<file path="src/rtl/pico_rst_pkg.sv">
// Shared definitions for the pico tile reset sequencer.
// - rst_state_e      : sequencer state (idle, hold all targets low, staggered release)
// - DefHoldCycles    : default cycles targets stay in reset before the first release
// - DefStaggerCycles : default cycles between consecutive unit releases
package pico_rst_pkg;

  typedef enum logic [1:0] {
    StIdle,
    StHold,
    StRelease
  } rst_state_e;

  localparam int unsigned DefHoldCycles    = 16;
  localparam int unsigned DefStaggerCycles = 4;

endpackage

</file>
<file path="src/rtl/pico_rst_pick.sv">
// Lowest-set-bit selector used to choose the next unit to release.
// Ports:
//   req_i    : candidate bits
//   onehot_o : one-hot of the lowest set bit of req_i (all zero if none)
//   any_o    : at least one bit of req_i is set
module pico_rst_pick #(
  parameter int unsigned Width = 4
) (
  input  logic [Width-1:0] req_i,
  output logic [Width-1:0] onehot_o,
  output logic             any_o
);

  always_comb begin
    // Two's-complement trick isolates the lowest set bit.
    onehot_o = req_i & (~req_i + Width'(1));
    any_o    = |req_i;
  end

endmodule

</file>
<file path="src/rtl/pico_reset_seq.sv">
// Reset sequencer for the pico tile cluster. Holds targeted units in reset, then releases
// them one at a time in ascending index order. Runs a full sequence after rst and on each
// accepted soft-reset request.
// Ports:
//   gclk       : clock
//   rst        : synchronous active-high reset; aborts any sequence and restarts POR
//   sreq_val   : soft-reset request valid
//   sreq_mask  : units to reset, bit i = unit i
//   sreq_rdy   : request can be accepted (registered)
//   done       : one-cycle pulse when the last targeted unit is released (registered)
//   busy       : sequence in progress (registered)
//   unit_rst_l : per-unit active-low reset (registered)
module pico_reset_seq
  import pico_rst_pkg::*;
#(
  parameter int unsigned NUM_UNITS      = 4,
  parameter int unsigned HOLD_CYCLES    = DefHoldCycles,
  parameter int unsigned STAGGER_CYCLES = DefStaggerCycles
) (
  input  logic                 gclk,
  input  logic                 rst,
  input  logic                 sreq_val,
  input  logic [NUM_UNITS-1:0] sreq_mask,
  output logic                 sreq_rdy,
  output logic                 done,
  output logic                 busy,
  output logic [NUM_UNITS-1:0] unit_rst_l
);

  localparam int unsigned CntMax = (HOLD_CYCLES > STAGGER_CYCLES) ? HOLD_CYCLES : STAGGER_CYCLES;
  localparam int unsigned CntW   = $clog2(CntMax + 1);

  localparam logic [CntW-1:0] HoldLoad    = CntW'(HOLD_CYCLES - 1);
  localparam logic [CntW-1:0] StaggerLoad = CntW'(STAGGER_CYCLES - 1);

  rst_state_e           state_q, state_d;
  logic [CntW-1:0]      cnt_q, cnt_d;
  logic [NUM_UNITS-1:0] rem_q, rem_d;
  logic [NUM_UNITS-1:0] unit_rst_l_q, unit_rst_l_d;
  logic                 done_q, done_d;
  logic                 rdy_q, rdy_d;
  logic                 busy_q, busy_d;

  logic [NUM_UNITS-1:0] pick_oh;
  logic                 pick_any;
  logic                 do_release;

  pico_rst_pick #(
    .Width (NUM_UNITS)
  ) u_pick (
    .req_i    (rem_q),
    .onehot_o (pick_oh),
    .any_o    (pick_any)
  );

  always_comb begin
    state_d      = state_q;
    cnt_d        = cnt_q;
    rem_d        = rem_q;
    unit_rst_l_d = unit_rst_l_q;
    done_d       = 1'b0;
    do_release   = 1'b0;

    unique case (state_q)
      StIdle: begin
        if (sreq_val && rdy_q) begin
          rem_d = sreq_mask;
          if (|sreq_mask) begin
            state_d      = StHold;
            cnt_d        = HoldLoad;
            unit_rst_l_d = unit_rst_l_q & ~sreq_mask;
          end else begin
            // Empty request completes immediately; the release state with an empty
            // remaining mask provides the single non-ready done cycle.
            state_d = StRelease;
            done_d  = 1'b1;
          end
        end
      end
      StHold: begin
        if (cnt_q == '0) begin
          do_release = 1'b1;
        end else begin
          cnt_d = cnt_q - CntW'(1);
        end
      end
      StRelease: begin
        if (!pick_any) begin
          state_d = StIdle;
        end else if (cnt_q == '0) begin
          do_release = 1'b1;
        end else begin
          cnt_d = cnt_q - CntW'(1);
        end
      end
      default: state_d = StHold;
    endcase

    if (do_release) begin
      unit_rst_l_d = unit_rst_l_q | pick_oh;
      rem_d        = rem_q & ~pick_oh;
      cnt_d        = StaggerLoad;
      state_d      = StRelease;
      done_d       = (rem_q == pick_oh);
    end

    rdy_d  = (state_d == StIdle);
    busy_d = ~rdy_d;
  end

  always_ff @(posedge gclk) begin
    if (rst) begin
      // Reset is the hold entry for POR: the first rst=0 cycle is already the first
      // hold cycle, so the counter is preloaded here.
      state_q      <= StHold;
      cnt_q        <= HoldLoad;
      rem_q        <= '1;
      unit_rst_l_q <= '0;
      done_q       <= 1'b0;
      rdy_q        <= 1'b0;
      busy_q       <= 1'b1;
    end else begin
      state_q      <= state_d;
      cnt_q        <= cnt_d;
      rem_q        <= rem_d;
      unit_rst_l_q <= unit_rst_l_d;
      done_q       <= done_d;
      rdy_q        <= rdy_d;
      busy_q       <= busy_d;
    end
  end

  assign sreq_rdy   = rdy_q;
  assign done       = done_q;
  assign busy       = busy_q;
  assign unit_rst_l = unit_rst_l_q;

endmodule
</file>
<file path="config.mk">
export PLATFORM = sky130hd
export DESIGN_NAME = pico_reset_seq
export DESIGN_NICKNAME = d
export VERILOG_FILES = /design/src/rtl/pico_rst_pkg.sv /design/src/rtl/pico_rst_pick.sv /design/src/rtl/pico_reset_seq.sv
export SDC_FILE = /design/constraint.sdc
export NUM_CORES = 1
export LEC_CHECK = 0
export BUFFER_PORTS_ARGS = -buffer_cell sky130_fd_sc_hd__buf_2
export CORE_MARGIN = 1.5
export CORE_UTILIZATION = 49
export CTS_CLUSTER_DIAMETER = 120
export DETAILED_ROUTE_END_ITERATION = 10
export PLACE_DENSITY = 0.78
export SETUP_SLACK_MARGIN = 0.05
export SYNTH_ARGS = -nofsm -noshare
export SYNTH_HDL_FRONTEND = slang
export SYNTH_SLANG_ARGS = --single-unit
</file>
<file path="constraint.sdc">
create_clock -name gclk -period 2 [get_ports gclk]
set_clock_uncertainty 0.15 [all_clocks]
set_input_delay 0.4 -clock gclk [delete_from_list [all_inputs] [get_ports gclk]]
set_output_delay 0.4 -clock gclk [all_outputs]
set_load 0.01 [all_outputs]
</file>
==> flow_summary_export.csv <==
group,metric,value,unit
global_route,gr-usage-met1,0.303,
setup_path,cp_max_fo,4,
setup_path,r2r_slack,-0.08,ns
timing,period_share,1.04,
global_route,antenna_found_initial,0,
drt,dr.pass1.iters,4,
global_route,grt_pass1_vias,963,
logic_synthesis,yosys.area.top_type,"dfxtp_1",
logic_synthesis,synth_fp_nets,122,
layout,area_delta_synth_final,33.1,%
die,die_area,2340,um2
placed_design,finalWeightedCongestion,0.869,
die,num_rows,16,
worst_hold_path,whs_endpoint,"rem_q[1]$_SDFFE_PP1P_",
timing,worstMarginPinSlew,0.521,ns
timing,setup_viol,8,
logic_synthesis,ys.flop_type,"dfxtp_1",
power_and_ir_drop,vdd_drop_max,0.294,mV
clock_tree,htree_levels,1,
logic_synthesis,synth.cells.most_frequent,"dfxtp_1, inv_1, ha_1",
setup_path,cp-end-kind,"flop",
setup_path,worst_ep_arrival_time,2.14,ns
logic_synthesis,syn_inst,108,
setup_path,r2r_cells,6,
timing,setup_slack,-0.0786,ns
global_route,grt_first_pass_wirelength,4320,um
die,dieWidth,48.4,um
logic_synthesis,syn_area_per_cell,9.35,um2
die,core_area,1940,um2
clock_tree,cts_buffers,3,
global_route,grt_max_degree,15,
timing,tns,-0.329,ns
clock_tree,hold_buffers,0,
drt,antenna_left,0,
flow_run,cap_violations,0,
clock_tree,clk_latency,0.31,ns
worst_hold_path,holdCritPathClass,"primary input to flop",
clock_tree,clk_path_buf_depth,2,
clock_tree,cts.sinks,18,
setup_path,critPathLaunch,"cnt_q[0]$_SDFFE_PP1P_",
logic_synthesis,yosys_warnings,0,
layout,final_cells,164,
timing,grt_setup_unrepaired,"yes",
layout,layout-drive-gt1-share,0.401,
global_route,track_usage,0.230,
die,initial_utilization,0.520,
setup_path,path_cells,"inv_2 -> ha_4 -> or4b_4 -> a211o_1 -> and4b_1 -> a32o_1",
power_and_ir_drop,leakage,0.560,nW
worst_hold_path,hp-start,"sreq_mask[1]",
logic_synthesis,synth_most_common_cell,"dfxtp_1",
timing,timing.slew.headroom,0.648,
logic_synthesis,ys_seq_area_frac,0.357,
setup_path,r2r_end,"cnt_q[4]$_SDFFE_PP0P_",
timing,slew_viol_final,0,
logic_synthesis,synth_area,1010,um2
drt,drt_iter0_markers,32,
layout,finalNetCount,152,
global_route,use_met2,0.370,
logic_synthesis,synth_cell_types,42,
timing,min_period,2.08,ns
setup_path,cp-start-kind,"flop",
placed_design,hpwl,1750,um
run_status,status,"finished with violations",
layout,stdcell_area,1340,um2
drt,vias,984,
power_and_ir_drop,power_density,491,nW/um2
placed_design,dpl-instance-area,1180,um2
die,ios,14,
global_route,gr-total-overflow,0,
drt,routedWlPerCell,16.2,um
setup_path,critPathKind,"flop to flop",
drt,totalWireLength,2660,um
placed_design,port_buffers,13,
setup_path,cpMaxStageDelayCell,"or4b_4",
global_route,grtUsageMet3,0.0463,
timing,fmax,481,MHz
timing,timing.hold.ws,0.223,ns
logic_synthesis,ys_ff_latch,18,
drt,viasPerCell,6.00,
run_status,violations,"negative setup slack",
setup_path,critPathMaxStageDelay,0.50,ns
logic_synthesis,synth.area.top_cells,"dfxtp_1, ha_1, inv_1",
setup_path,critPathRequiredTime,2.06,ns
layout,antenna_cells,0,
logic_synthesis,async_flop_share,0,
placed_design,dp.cells,156,
logic_synthesis,synth_top_area_frac,0.357,
global_route,grt_busiest_layer,"met2",
drt,drc,0,
clock_tree,path_clk_slew,0.11,ns
clock_tree,root_buffer,"clkbuf_4",
worst_hold_path,hold_depth,3,
logic_synthesis,synth_edf_count,0,
die,die_y,48.4,um
clock_tree,cts_tree,"yes",
timing,timing_hold_violations_final,0,
setup_path,r2r_start,"cnt_q[0]$_SDFFE_PP1P_",
-- what timing repair did --
| item | 4_1_cts | 5_1_grt |
|---|---|---|
| resized for setup | 15 | 6 |
| pin swaps | 8 | 7 |
| setup endpoints to repair | 10 | 13 |
| setup buffers | 3 | 0 |
| gates cloned | 1 | 0 |
-- metal layers --
layer / part of all wire / vias to the layer above
li1: - / 473
met1: 0.46 / 474
met2: 0.48 / 28
met3: 0.041 / 9
met4: 0.018 / 0
met5: 0 / -
-- state kept, by name, summed over array words and instances (netlist names) --
name,flops
rem_q,4
sreq_rdy,1
done,1
unit_rst_l,4
state_q,2
busy,1
cnt_q,5
-- worst max-delay path by stage --
stage                             to  slack (ns)  cells after the start
2_1_floorplan  rem_q[2]$_SDFFE_PP1P_        0.05                      7
5_1_grt        cnt_q[1]$_SDFFE_PP1P_       -0.13                      6
4_1_cts        cnt_q[4]$_SDFFE_PP0P_       -0.06                      6
6_report       cnt_q[4]$_SDFFE_PP0P_       -0.08                      6
3_3_place_gp   rem_q[2]$_SDFFE_PP1P_        0.02                      7
3_5_place_dp   rem_q[2]$_SDFFE_PP1P_       -0.08                      7
-- logic make-up after synthesis --
group	share of synthesized area
adders and majority gates	0.0967
and+or+nand+nor	0.193
DFF	0.357
muxes	0.00991
buffers and inverters	0.0520
AOI/OAI and AO/OA	0.291
-- cell type report --
cell class,instances,area (um2)
multi-input combinational,78,683
sequential,18,364
clock buffer,4,36.3
tap,27,33.8
inverter,9,33.8
fill,152,598
timing repair buffer,28,193
-- cells in the final DEF (no fill, tap or decap), types with 2 or more instances in the layout --
master | synthesis | layout
a31oi_4 | 0 | 3
ha_1 | 7 | 6
o21bai_1 | 2 | 2
buf_2 | 0 | 13
nand3_1 | 4 | 3
buf_4 | 0 | 11
inv_2 | 0 | 2
o21ai_0 | 4 | 3
inv_1 | 9 | 7
nand2_1 | 6 | 6
dfxtp_2 | 0 | 3
o31ai_2 | 2 | 2
nor3_1 | 5 | 5
clkbuf_4 | 0 | 3
nor2_1 | 4 | 4
and3_1 | 3 | 3
o21ai_1 | 4 | 4
dfxtp_1 | 18 | 15
o21a_1 | 2 | 2
buf_6 | 1 | 4
a221o_1 | 2 | 2
a32oi_1 | 2 | 2
a21oi_1 | 2 | 2
-- through the flow --
step / util / total power [mW] / setup slack (ns)
5_1_grt: 0.692 / 0.688 / -0.128
4_1_cts: 0.675 / 0.659 / -0.0571
6_report: 0.692 / 0.659 / -0.0786
3_5_place_dp: 0.607 / 0.422 / -0.0775
2_1_floorplan: - / 0.398 / 0.0542
3_3_place_gp: 0.607 / 0.420 / 0.0168
-- critical path: cells and delay by family, from the launching register on --
family          cells  cell delay, ns
simple gates        2            0.77
compound gates      2            0.52
flops               1            0.34
fa+ha+maj           1            0.13
buf+inv             1            0.07
-- power by group --
group	switching (mW)	internal, mW	total [mW]
Clock	0.120	0.111	0.232
Combinational	0.0305	0.0291	0.0596
Sequential	0.00361	0.364	0.368
No activity file was read; power rests on OpenSTA's default activity.
